File: src/rtl/muldiv_unit_if.sv
// muldiv_unit request/response bundle
// master drives requests, slave returns results
interface muldiv_unit_if #(
  parameter int XLEN = 32
);
  logic            start;
  logic [2:0]      funct3;
  logic [XLEN-1:0] rs1;
  logic [XLEN-1:0] rs2;
  logic            busy;
  logic            done;
  logic [XLEN-1:0] result;

  modport master (
    output start,
    output funct3,
    output rs1,
    output rs2,
    input  busy,
    input  done,
    input  result
  );

  modport slave (
    input  start,
    input  funct3,
    input  rs1,
    input  rs2,
    output busy,
    output done,
    output result
  );
endinterface

File: src/rtl/muldiv_unit.sv
// Iterative RV32M multiply/divide unit
// 32-cycle shift-add / restoring divide
module muldiv_unit #(
  parameter int XLEN = 32
) (
  input logic         clk,
  input logic         rst,
  muldiv_unit_if.slave bus
);

  typedef enum logic [1:0] {
    S_IDLE,
    S_CALC,
    S_FIN,
    S_DONE
  } state_t;

  state_t r_state;
  state_t w_next;

  logic [5:0]      r_cnt;
  logic [2:0]      r_op;
  logic            r_neg;
  logic [XLEN-1:0] r_hi;
  logic [XLEN-1:0] r_lo;
  logic [XLEN-1:0] r_b;
  logic [XLEN-1:0] r_result;

  logic            w_div;
  logic            w_sa;
  logic            w_sb;
  logic            w_neg;
  logic [XLEN-1:0] w_ma;
  logic [XLEN-1:0] w_mb;
  logic            w_zero;
  logic            w_ovf;
  logic            w_fast;
  logic [XLEN-1:0] w_fast_res;

  logic [XLEN:0]     w_sum;
  logic [XLEN:0]     w_trial;
  logic [2*XLEN-1:0] w_prod;
  logic [2*XLEN-1:0] w_prod_s;
  logic [XLEN-1:0]   w_quo_s;
  logic [XLEN-1:0]   w_rem_s;
  logic [XLEN-1:0]   w_fin;

  // Decode operands and fast-path cases at accept
  always_comb begin
    w_div  = bus.funct3[2];
    w_sa   = 1'b0;
    w_sb   = 1'b0;
    unique case (1'b1)
      bus.funct3 == 3'd1: begin
        w_sa = bus.rs1[XLEN-1];
        w_sb = bus.rs2[XLEN-1];
      end
      bus.funct3 == 3'd2: begin
        w_sa = bus.rs1[XLEN-1];
      end
      bus.funct3 == 3'd4,
      bus.funct3 == 3'd6: begin
        w_sa = bus.rs1[XLEN-1];
        w_sb = bus.rs2[XLEN-1];
      end
      default: begin
        w_sa = 1'b0;
      end
    endcase
    w_ma   = w_sa ? -bus.rs1 : bus.rs1;
    w_mb   = w_sb ? -bus.rs2 : bus.rs2;
    // REM follows the dividend sign only
    w_neg  = (bus.funct3 == 3'd6) ? w_sa
                                  : (w_sa ^ w_sb);
    w_zero = (bus.rs2 == '0);
    w_ovf  = (bus.rs1 == 32'h8000_0000)
           & (bus.rs2 == 32'hFFFF_FFFF)
           & ~bus.funct3[0];
    w_fast = w_div & (w_zero | w_ovf);
    if (w_zero) begin
      w_fast_res = bus.funct3[1] ? bus.rs1
                                 : 32'hFFFF_FFFF;
    end else begin
      w_fast_res = bus.funct3[1] ? 32'h0
                                 : 32'h8000_0000;
    end
  end

  // One iteration step and final sign fix-up
  always_comb begin
    w_sum   = {1'b0, r_hi}
            + (r_lo[0] ? {1'b0, r_b} : '0);
    w_trial = {r_hi, r_lo[XLEN-1]}
            - {1'b0, r_b};
    w_prod   = {r_hi, r_lo};
    w_prod_s = r_neg ? -w_prod : w_prod;
    w_quo_s  = r_neg ? -r_lo : r_lo;
    w_rem_s  = r_neg ? -r_hi : r_hi;
    case (r_op)
      3'd0:    w_fin = w_prod_s[XLEN-1:0];
      3'd1,
      3'd2,
      3'd3:    w_fin = w_prod_s[2*XLEN-1:XLEN];
      3'd4,
      3'd5:    w_fin = w_quo_s;
      default: w_fin = w_rem_s;
    endcase
  end

  // State register
  always_ff @(posedge clk) begin
    if (rst) r_state <= S_IDLE;
    else     r_state <= w_next;
  end

  // Next-state logic
  always_comb begin
    w_next = r_state;
    case (r_state)
      S_IDLE: begin
        if (bus.start)
          w_next = w_fast ? S_DONE : S_CALC;
      end
      S_CALC: begin
        if (r_cnt == 6'd31) w_next = S_FIN;
      end
      S_FIN:   w_next = S_DONE;
      default: w_next = S_IDLE;
    endcase
  end

  // Status outputs from current state
  always_comb begin
    bus.busy   = (r_state == S_CALC)
               | (r_state == S_FIN);
    bus.done   = (r_state == S_DONE);
    bus.result = r_result;
  end

  // Datapath: latch, iterate, finish
  always_ff @(posedge clk) begin
    if (rst) begin
      r_cnt    <= '0;
      r_op     <= '0;
      r_neg    <= 1'b0;
      r_hi     <= '0;
      r_lo     <= '0;
      r_b      <= '0;
      r_result <= '0;
    end else begin
      case (r_state)
        S_IDLE: begin
          if (bus.start) begin
            r_op  <= bus.funct3;
            r_neg <= w_neg;
            r_cnt <= '0;
            r_hi  <= '0;
            r_lo  <= w_div ? w_ma : w_mb;
            r_b   <= w_div ? w_mb : w_ma;
            if (w_fast) r_result <= w_fast_res;
          end
        end
        S_CALC: begin
          r_cnt <= r_cnt + 6'd1;
          if (!r_op[2]) begin
            r_hi <= w_sum[XLEN:1];
            r_lo <= {w_sum[0], r_lo[XLEN-1:1]};
          end else if (!w_trial[XLEN]) begin
            r_hi <= w_trial[XLEN-1:0];
            r_lo <= {r_lo[XLEN-2:0], 1'b1};
          end else begin
            r_hi <= {r_hi[XLEN-2:0], r_lo[XLEN-1]};
            r_lo <= {r_lo[XLEN-2:0], 1'b0};
          end
        end
        S_FIN: begin
          r_cnt    <= '0;
          r_result <= w_fin;
        end
        default: begin
          r_cnt <= '0;
        end
      endcase
    end
  end

endmodule

File: src/flat_wrapper.sv
// flat-port wrapper written by rule: the top's interface ports become plain ports
module muldiv_unit_flat 
#(
  parameter int XLEN = 32
)
  (clk, rst, bus_start, bus_funct3, bus_rs1, bus_rs2, bus_busy, bus_done, bus_result);
  muldiv_unit_if #(.XLEN(XLEN)) bus_i ();
  input logic clk;
  input logic rst;
  input wire logic [$bits(bus_i.start)-1:0] bus_start;
  input wire logic [$bits(bus_i.funct3)-1:0] bus_funct3;
  input wire logic [$bits(bus_i.rs1)-1:0] bus_rs1;
  input wire logic [$bits(bus_i.rs2)-1:0] bus_rs2;
  output wire logic [$bits(bus_i.busy)-1:0] bus_busy;
  output wire logic [$bits(bus_i.done)-1:0] bus_done;
  output wire logic [$bits(bus_i.result)-1:0] bus_result;
  assign bus_i.start = bus_start;
  assign bus_i.funct3 = bus_funct3;
  assign bus_i.rs1 = bus_rs1;
  assign bus_i.rs2 = bus_rs2;
  assign bus_busy = bus_i.busy;
  assign bus_done = bus_i.done;
  assign bus_result = bus_i.result;
  muldiv_unit #(.XLEN(XLEN)) u_core (.clk(clk), .rst(rst), .bus(bus_i));
endmodule
File: config.mk
export PLATFORM = sky130hd
export DESIGN_NAME = muldiv_unit_flat
export DESIGN_NICKNAME = d
export VERILOG_FILES = /design/src/rtl/muldiv_unit_if.sv /design/src/rtl/muldiv_unit.sv /design/src/flat_wrapper.sv
export SDC_FILE = /design/constraint.sdc
export NUM_CORES = 1
export LEC_CHECK = 0
export CAP_MARGIN = 20
export CORE_ASPECT_RATIO = 1.4
export CORE_UTILIZATION = 40
export DETAILED_ROUTE_END_ITERATION = 16
export PLACE_DENSITY = 0.57
export SYNTH_ARGS = -nofsm -noshare
export SYNTH_HDL_FRONTEND = slang
export SYNTH_SLANG_ARGS = --single-unit
File: constraint.sdc
create_clock -name clk -period 4.1 [get_ports clk]
set_clock_uncertainty 0.05 [all_clocks]
set_input_delay 0.41 -clock clk [delete_from_list [all_inputs] [get_ports clk]]
set_output_delay 0.41 -clock clk [all_outputs]
set_load 0.03 [all_outputs]
# Yosys cells after proc, flatten, opt, wreduce, memory -nomap -nowiden
# Index checks and enable logic that the tools add are counted.
[op_classes]
n_mux = 32
n_eq_ne = 18
bitwise = 7
reduce_logical = 13
addsub = 8
[ops]
columns = ["operator", "count"]
rows = [
  ["two-way mux 32 bit", 17],
  ["one-hot mux 32 bit (2 select lines)", 3],
  ["negation 32 bit", 4],
  ["one-hot mux 32 bit (3 select lines)", 1],
  ["equality test 32 bit (second input constant)", 2],
  ["two-way mux 64 bit", 1],
  ["negation 64 bit", 1],
  ["adder 32 x 33 -> 33 bit", 1],
  ["subtractor 33 x 32 -> 33 bit", 1],
  ["logical NOT 32 bit", 1],
  ["equality test 3 bit (second input constant)", 4],
  ["one-hot mux 6 bit (2 select lines)", 1],
  ["equality test 3 x 2 -> 1 bit (second input constant)", 3],
  ["adder 6 x 1 -> 6 bit (second input constant)", 1],
  ["equality test 3 x 1 -> 1 bit (second input constant)", 2],
  ["equality test 6 x 5 -> 1 bit (second input constant)", 1],
  ["two-way mux 2 bit", 3],
  ["two-way mux 6 bit", 1],
  ["one-hot mux 2 bit (3 select lines)", 1],
  ["AND reduction 2 bit", 3],
  ["OR reduction 3 bit", 2],
  ["equality test 2 bit (second input constant)", 2],
  ["two-way mux 1 bit", 4],
  ["!= test 2 x 1 -> 1 bit (second input constant)", 2],
  ["12 further kinds", 16],
]
[word_totals]
wordCells = 86
input_bits = 70
output_inout_bits = 34
regBits = 140

# Depth between registers and ports, before layout
[depth]
word_depth = 8
ltp_mapped = 14
depth_no_buf = 13

# Worst setup path before layout
# Ideal clock, no wire load.
[synth_timing]
kind = "reg2reg"
startpoint = "register u_core.r_lo[31]"
endpoint = "register u_core.r_hi[20]"
path_slack_ps = 634
setup_ps = 123
n_path_buf = 1
path_stages_with_launch = 14
arrival_ps = 3293
t_required_ps = 3927
synth_period_minus_slack_ps = 3466
path_cell_list = "dfxtp_1 > inv_1 > ha_1 > fa_1 > nand2b_1 > a211oi_1 > o311ai_0 > o211ai_1 > a221oi_1 > xnor2_1 > buf_2 > o22ai_1 > a222oi_1 > inv_1"
[synth_between]
elab_chain_cells = 4
[synth_rtl]
columns = ["element", "line_no", "source"]
rows = [
  ["from (decl)", "muldiv_unit.sv:25", "logic [XLEN-1:0] r_lo;"],
  ["from (signal assigned)", "muldiv_unit.sv:158", "r_lo <= w_div ? w_ma : w_mb;"],
  ["from (signal assigned)", "muldiv_unit.sv:167", "r_lo <= {w_sum[0], r_lo[XLEN-1:1]};"],
  ["from (signal assigned)", "muldiv_unit.sv:170", "r_lo <= {r_lo[XLEN-2:0], 1'b1};"],
  ["subtractor 33 x 32 -> 33 bit", "muldiv_unit.sv:94", "- {1'b0, r_b};"],
  ["two-way mux 32 bit", "muldiv_unit.sv:168", "end else if (!w_trial[XLEN]) begin"],
  ["two-way mux 32 bit", "muldiv_unit.sv:165", "if (!r_op[2]) begin"],
  ["one-hot mux 32 bit (2 select lines)", "muldiv_unit.sv:151", "case (r_state)"],
  ["to (signal assigned)", "muldiv_unit.sv:166", "r_hi <= w_sum[XLEN:1];"],
  ["to (signal assigned)", "muldiv_unit.sv:169", "r_hi <= w_trial[XLEN-1:0];"],
  ["to (signal assigned)", "muldiv_unit.sv:172", "r_hi <= {r_hi[XLEN-2:0], r_lo[XLEN-1]};"],
  ["to (decl)", "muldiv_unit.sv:24", "logic [XLEN-1:0] r_hi;"],
]
# Every way passes these cells.
# A chain may end at the register's enable or synchronous reset.

# Worst setup path in the final report
[layout_timing]
startpoint = "register u_core.r_lo[6]"
endpoint = "register u_core.r_result[2] (netlist: u_core.bus.result[2])"
[layout_between]
elab_chain_cells = 4
[layout_rtl]
columns = ["element", "line_no", "source"]
rows = [
  ["negation 64 bit", "muldiv_unit.sv:96", "w_prod_s = r_neg ? -w_prod : w_prod;"],
  ["two-way mux 64 bit", "muldiv_unit.sv:96", ""],
  ["one-hot mux 32 bit (3 select lines)", "muldiv_unit.sv:99", "case (r_op)"],
  ["one-hot mux 32 bit (2 select lines)", "muldiv_unit.sv:151", ""],
  ["to (signal assigned)", "muldiv_unit.sv:160", "if (w_fast) r_result <= w_fast_res;"],
  ["to (signal assigned)", "muldiv_unit.sv:178", "r_result <= w_fin;"],
  ["to (decl)", "muldiv_unit.sv:27", "logic [XLEN-1:0] r_result;"],
]
# Every way passes these cells.

==> impl_metrics.json <==
{
  "status": "completed",
  "ff2ff_setup_slack_ps": 230,
  "nFillCells": 3711,
  "layout_setup_ws_ps": 234,
  "postSynthCellCount": 2103,
  "place_ws_ps": 256,
  "io_buffers": 103,
  "drive_gt1_share_pct": 8.74,
  "drt-initial-drc-count": 1569,
  "grt-ovfl-total": 0,
  "grtUsageTotal_pct": 35.0,
  "async_flop_share_pct": 0,
  "clkTransAtPathRegs_ps": 80,
  "synth.distinct_cells": 78,
  "power.leakage_nw": 6.77,
  "cp_slowest_cell": "or4_1",
  "grt_pass1_wl_um": 97800,
  "dieWidth_um": 164,
  "rows": 82,
  "synth_nets": 2250,
  "tightest_slew_ps": 1010,
  "crit_path_frequent_cell": "or3_1",
  "drv_slew": 0,
  "cts-buffers-inserted": 17,
  "yosysWarnings": 0,
  "insertion_delay_ps": 460,
  "ys_seq_area_share_pct": 19.0,
  "grt_max_degree": 66,
  "area_growth_pct": 16.9,
  "dr.pass1.iters": 5,
  "endpoint_kind": "flip-flop",
  "hp-class": "flip-flop to flip-flop",
  "wl_per_cell_um": 24.9,
  "cts-resized-gates": 0,
  "die-area_um2": 37600,
  "final_common_cell": "nor2_1",
  "criticalPathCategory": "flip-flop to flip-flop",
  "fp.coreArea_um2": 36000,
  "max_slew_margin_pct": 32.2,
  "place_area_um2": 16600,
  "grt_pass1_vias": 15803,
  "start_util_pct": 40.9,
  "hold_violations": 0,
  "ctsRootBufferMaster": "clkbuf_16",
  "io_pins": 104,
  "multi_input_area_um2": 11100,
  "reg2reg_depth": 10,
  "ys_ff_latch": 140,
  "gp_congestion": 0.999,
  "clock.fmax_mhz": 259,
  "r2r_start": "u_core.r_lo[6]$_SDFFE_PP0P_",
  "rsz0062_at_grt": "false",
  "crit_arrival_ps": 4200,
  "ant_nets": 0,
  "total_power_mw": 9.78,
  "synthFlopType": "dfxtp_1",
  "viasPerCell": 6.26,
  "regArea_um2": 2810,
  "fp.dieH_um": 229,
  "syn_avg_cell_area_um2": 7.01,
  "irDropWorstVdd_mv": 0.443,
  "post-route-period-util_pct": 94.3,
  "hold_buffers": 0,
  "power.density_nw_per_um2": 568,
  "final_area_um2": 17200,
  "worstPathRequired_ps": 4430,
  "synth_edf_count": 0,
  "final_nets": 2319,
  "cpPeakStageDelay_ps": 650,
  "fin_crit_ps": 3870,
  "routed_wl_um": 65900,
  "crit_path_end": "u_core.bus.result[2]$_SDFFE_PP0P_",
  "r2r_end": "u_core.bus.result[2]$_SDFFE_PP0P_",
  "hold_slack_ps": 403,
  "antenna_found_initial": 0,
  "synth_area_um2": 14700,
  "layout_common_cells": "nor2_1 (257), nand2_1 (194), a21oi_1 (171)",
  "drcViolationCount": 0,
  "cp-start-kind": "flip-flop",
  "clockBufferDepth": 2,
  "htreeDepth": 4,
  "path_cells": "or4_1, or3_1, or3_1, o31ai_1, nand2_1, xnor2_1, a2111oi_0, buf_4, a31oi_1, a21oi_1",
  "hpwl_um": 52200,
  "worstPathMaxFanout": 13,
  "route.vias.total": 16566,
  "cts_tree": "built",
  "maxCapViolCount": 0,
  "finalSetupViolations": 0,
  "clock_sinks": 140,
  "crit_start": "u_core.r_lo[6]$_SDFFE_PP0P_",
  "antenna_cells": 0,
  "finalSetupTns_ps": 0
}
## metal layers
metal	GRT usage (%)	wire length [µm]
met1	39.6	25400
met2	58.7	31400
met3	4.82	3430
met4	26.6	5690
met5	0	0
## synth_stat cells (55+ instances only)
master | count | area, µm²
mux2i_1 | 59 | 591
nor3_1 | 57 | 285
dfxtp_1 | 140 | 2800
xnor2_1 | 80 | 701
ha_1 | 75 | 938
inv_1 | 73 | 274
a21oi_1 | 172 | 861
a211oi_1 | 55 | 413
xor2_1 | 99 | 867
o21ai_0 | 157 | 786
clkbuf_1 | 141 | 529
nand2_1 | 194 | 728
nor2_1 | 258 | 968
## critical path: cells and delay by family (launching register included)
family	cells	cell delay, ps
XOR/XNOR	1	150
AO/OA/AOI/OAI	4	1160
flip-flops	1	320
buffers and inverters	1	230
AND/OR/NAND/NOR	4	1890
## through the flow
stage	utilization [%]	instances
after global placement	46.0	2611
after CTS	47.7	2643
final	47.8	2647
after global routing	47.8	2647
after detailed placement	46.0	2611
after floorplan	-	2103
## area by class of cell
class / count / area share [%]
clock inverter: 15 / 1.26
multi-input combinational: 1728 / 64.2
timing repair buffer: 210 / 10.8
sequential: 140 / 16.3
clock buffer: 17 / 2.47
tap: 462 / 3.36
inverter: 75 / 1.63
## kinds of logic (layout without fill, tap and decap cells)
logic type / Yosys count / in the layout / share of synthesized area (%)
AOI/OAI and AO/OA: 670 / 670 / 29.3
and+or+nand+nor: 724 / 724 / 22.8
xor gates and xnor gates: 179 / 179 / 10.6
adders and majority gates: 77 / 77 / 6.64
buffers and inverters: 235 / 317 / 6.11
DFF: 140 / 140 / 19.0
muxes: 78 / 78 / 5.46
## state kept, by name, summed over array words and instances (netlist names)
signal / flops
u_core.r_op: 3
u_core.r_lo: 32
u_core.bus.result: 32
u_core.r_hi: 32
u_core.r_b: 32
u_core.r_state: 2
u_core.r_cnt: 6
u_core.r_neg: 1
## worst min-delay path by stage
stage / from / end / cells after the start / slack (ps)
5_1_grt: u_core.r_b[10]$_SDFFE_PP0P_ / u_core.r_b[10]$_SDFFE_PP0P_ / 2 / 430
3_5_place_dp: u_core.r_b[24]$_SDFFE_PP0P_ / u_core.r_b[24]$_SDFFE_PP0P_ / 2 / 400
6_report: u_core.r_b[30]$_SDFFE_PP0P_ / u_core.r_b[30]$_SDFFE_PP0P_ / 2 / 400
2_1_floorplan: u_core.r_b[10]$_SDFFE_PP0P_ / u_core.r_b[10]$_SDFFE_PP0P_ / 2 / 380
4_1_cts: u_core.r_b[24]$_SDFFE_PP0P_ / u_core.r_b[24]$_SDFFE_PP0P_ / 2 / 400
3_3_place_gp: u_core.r_b[30]$_SDFFE_PP0P_ / u_core.r_b[30]$_SDFFE_PP0P_ / 2 / 390
## report_power, final
group          leakage (nW)  switching [mW]  internal (mW)
clock network         0.311           0.788          0.993
registers              1.14           0.387           1.67
logic                  5.32            3.81           2.13
total                  6.77            4.99           4.79
## repair_timing
action | in CTS | in global routing
setup buffers | 0 | 4
endpoints found under the hold margin | 0 | 0
setup endpoints to repair | 0 | 16
No activity file was read; power rests on OpenSTA's default activity.
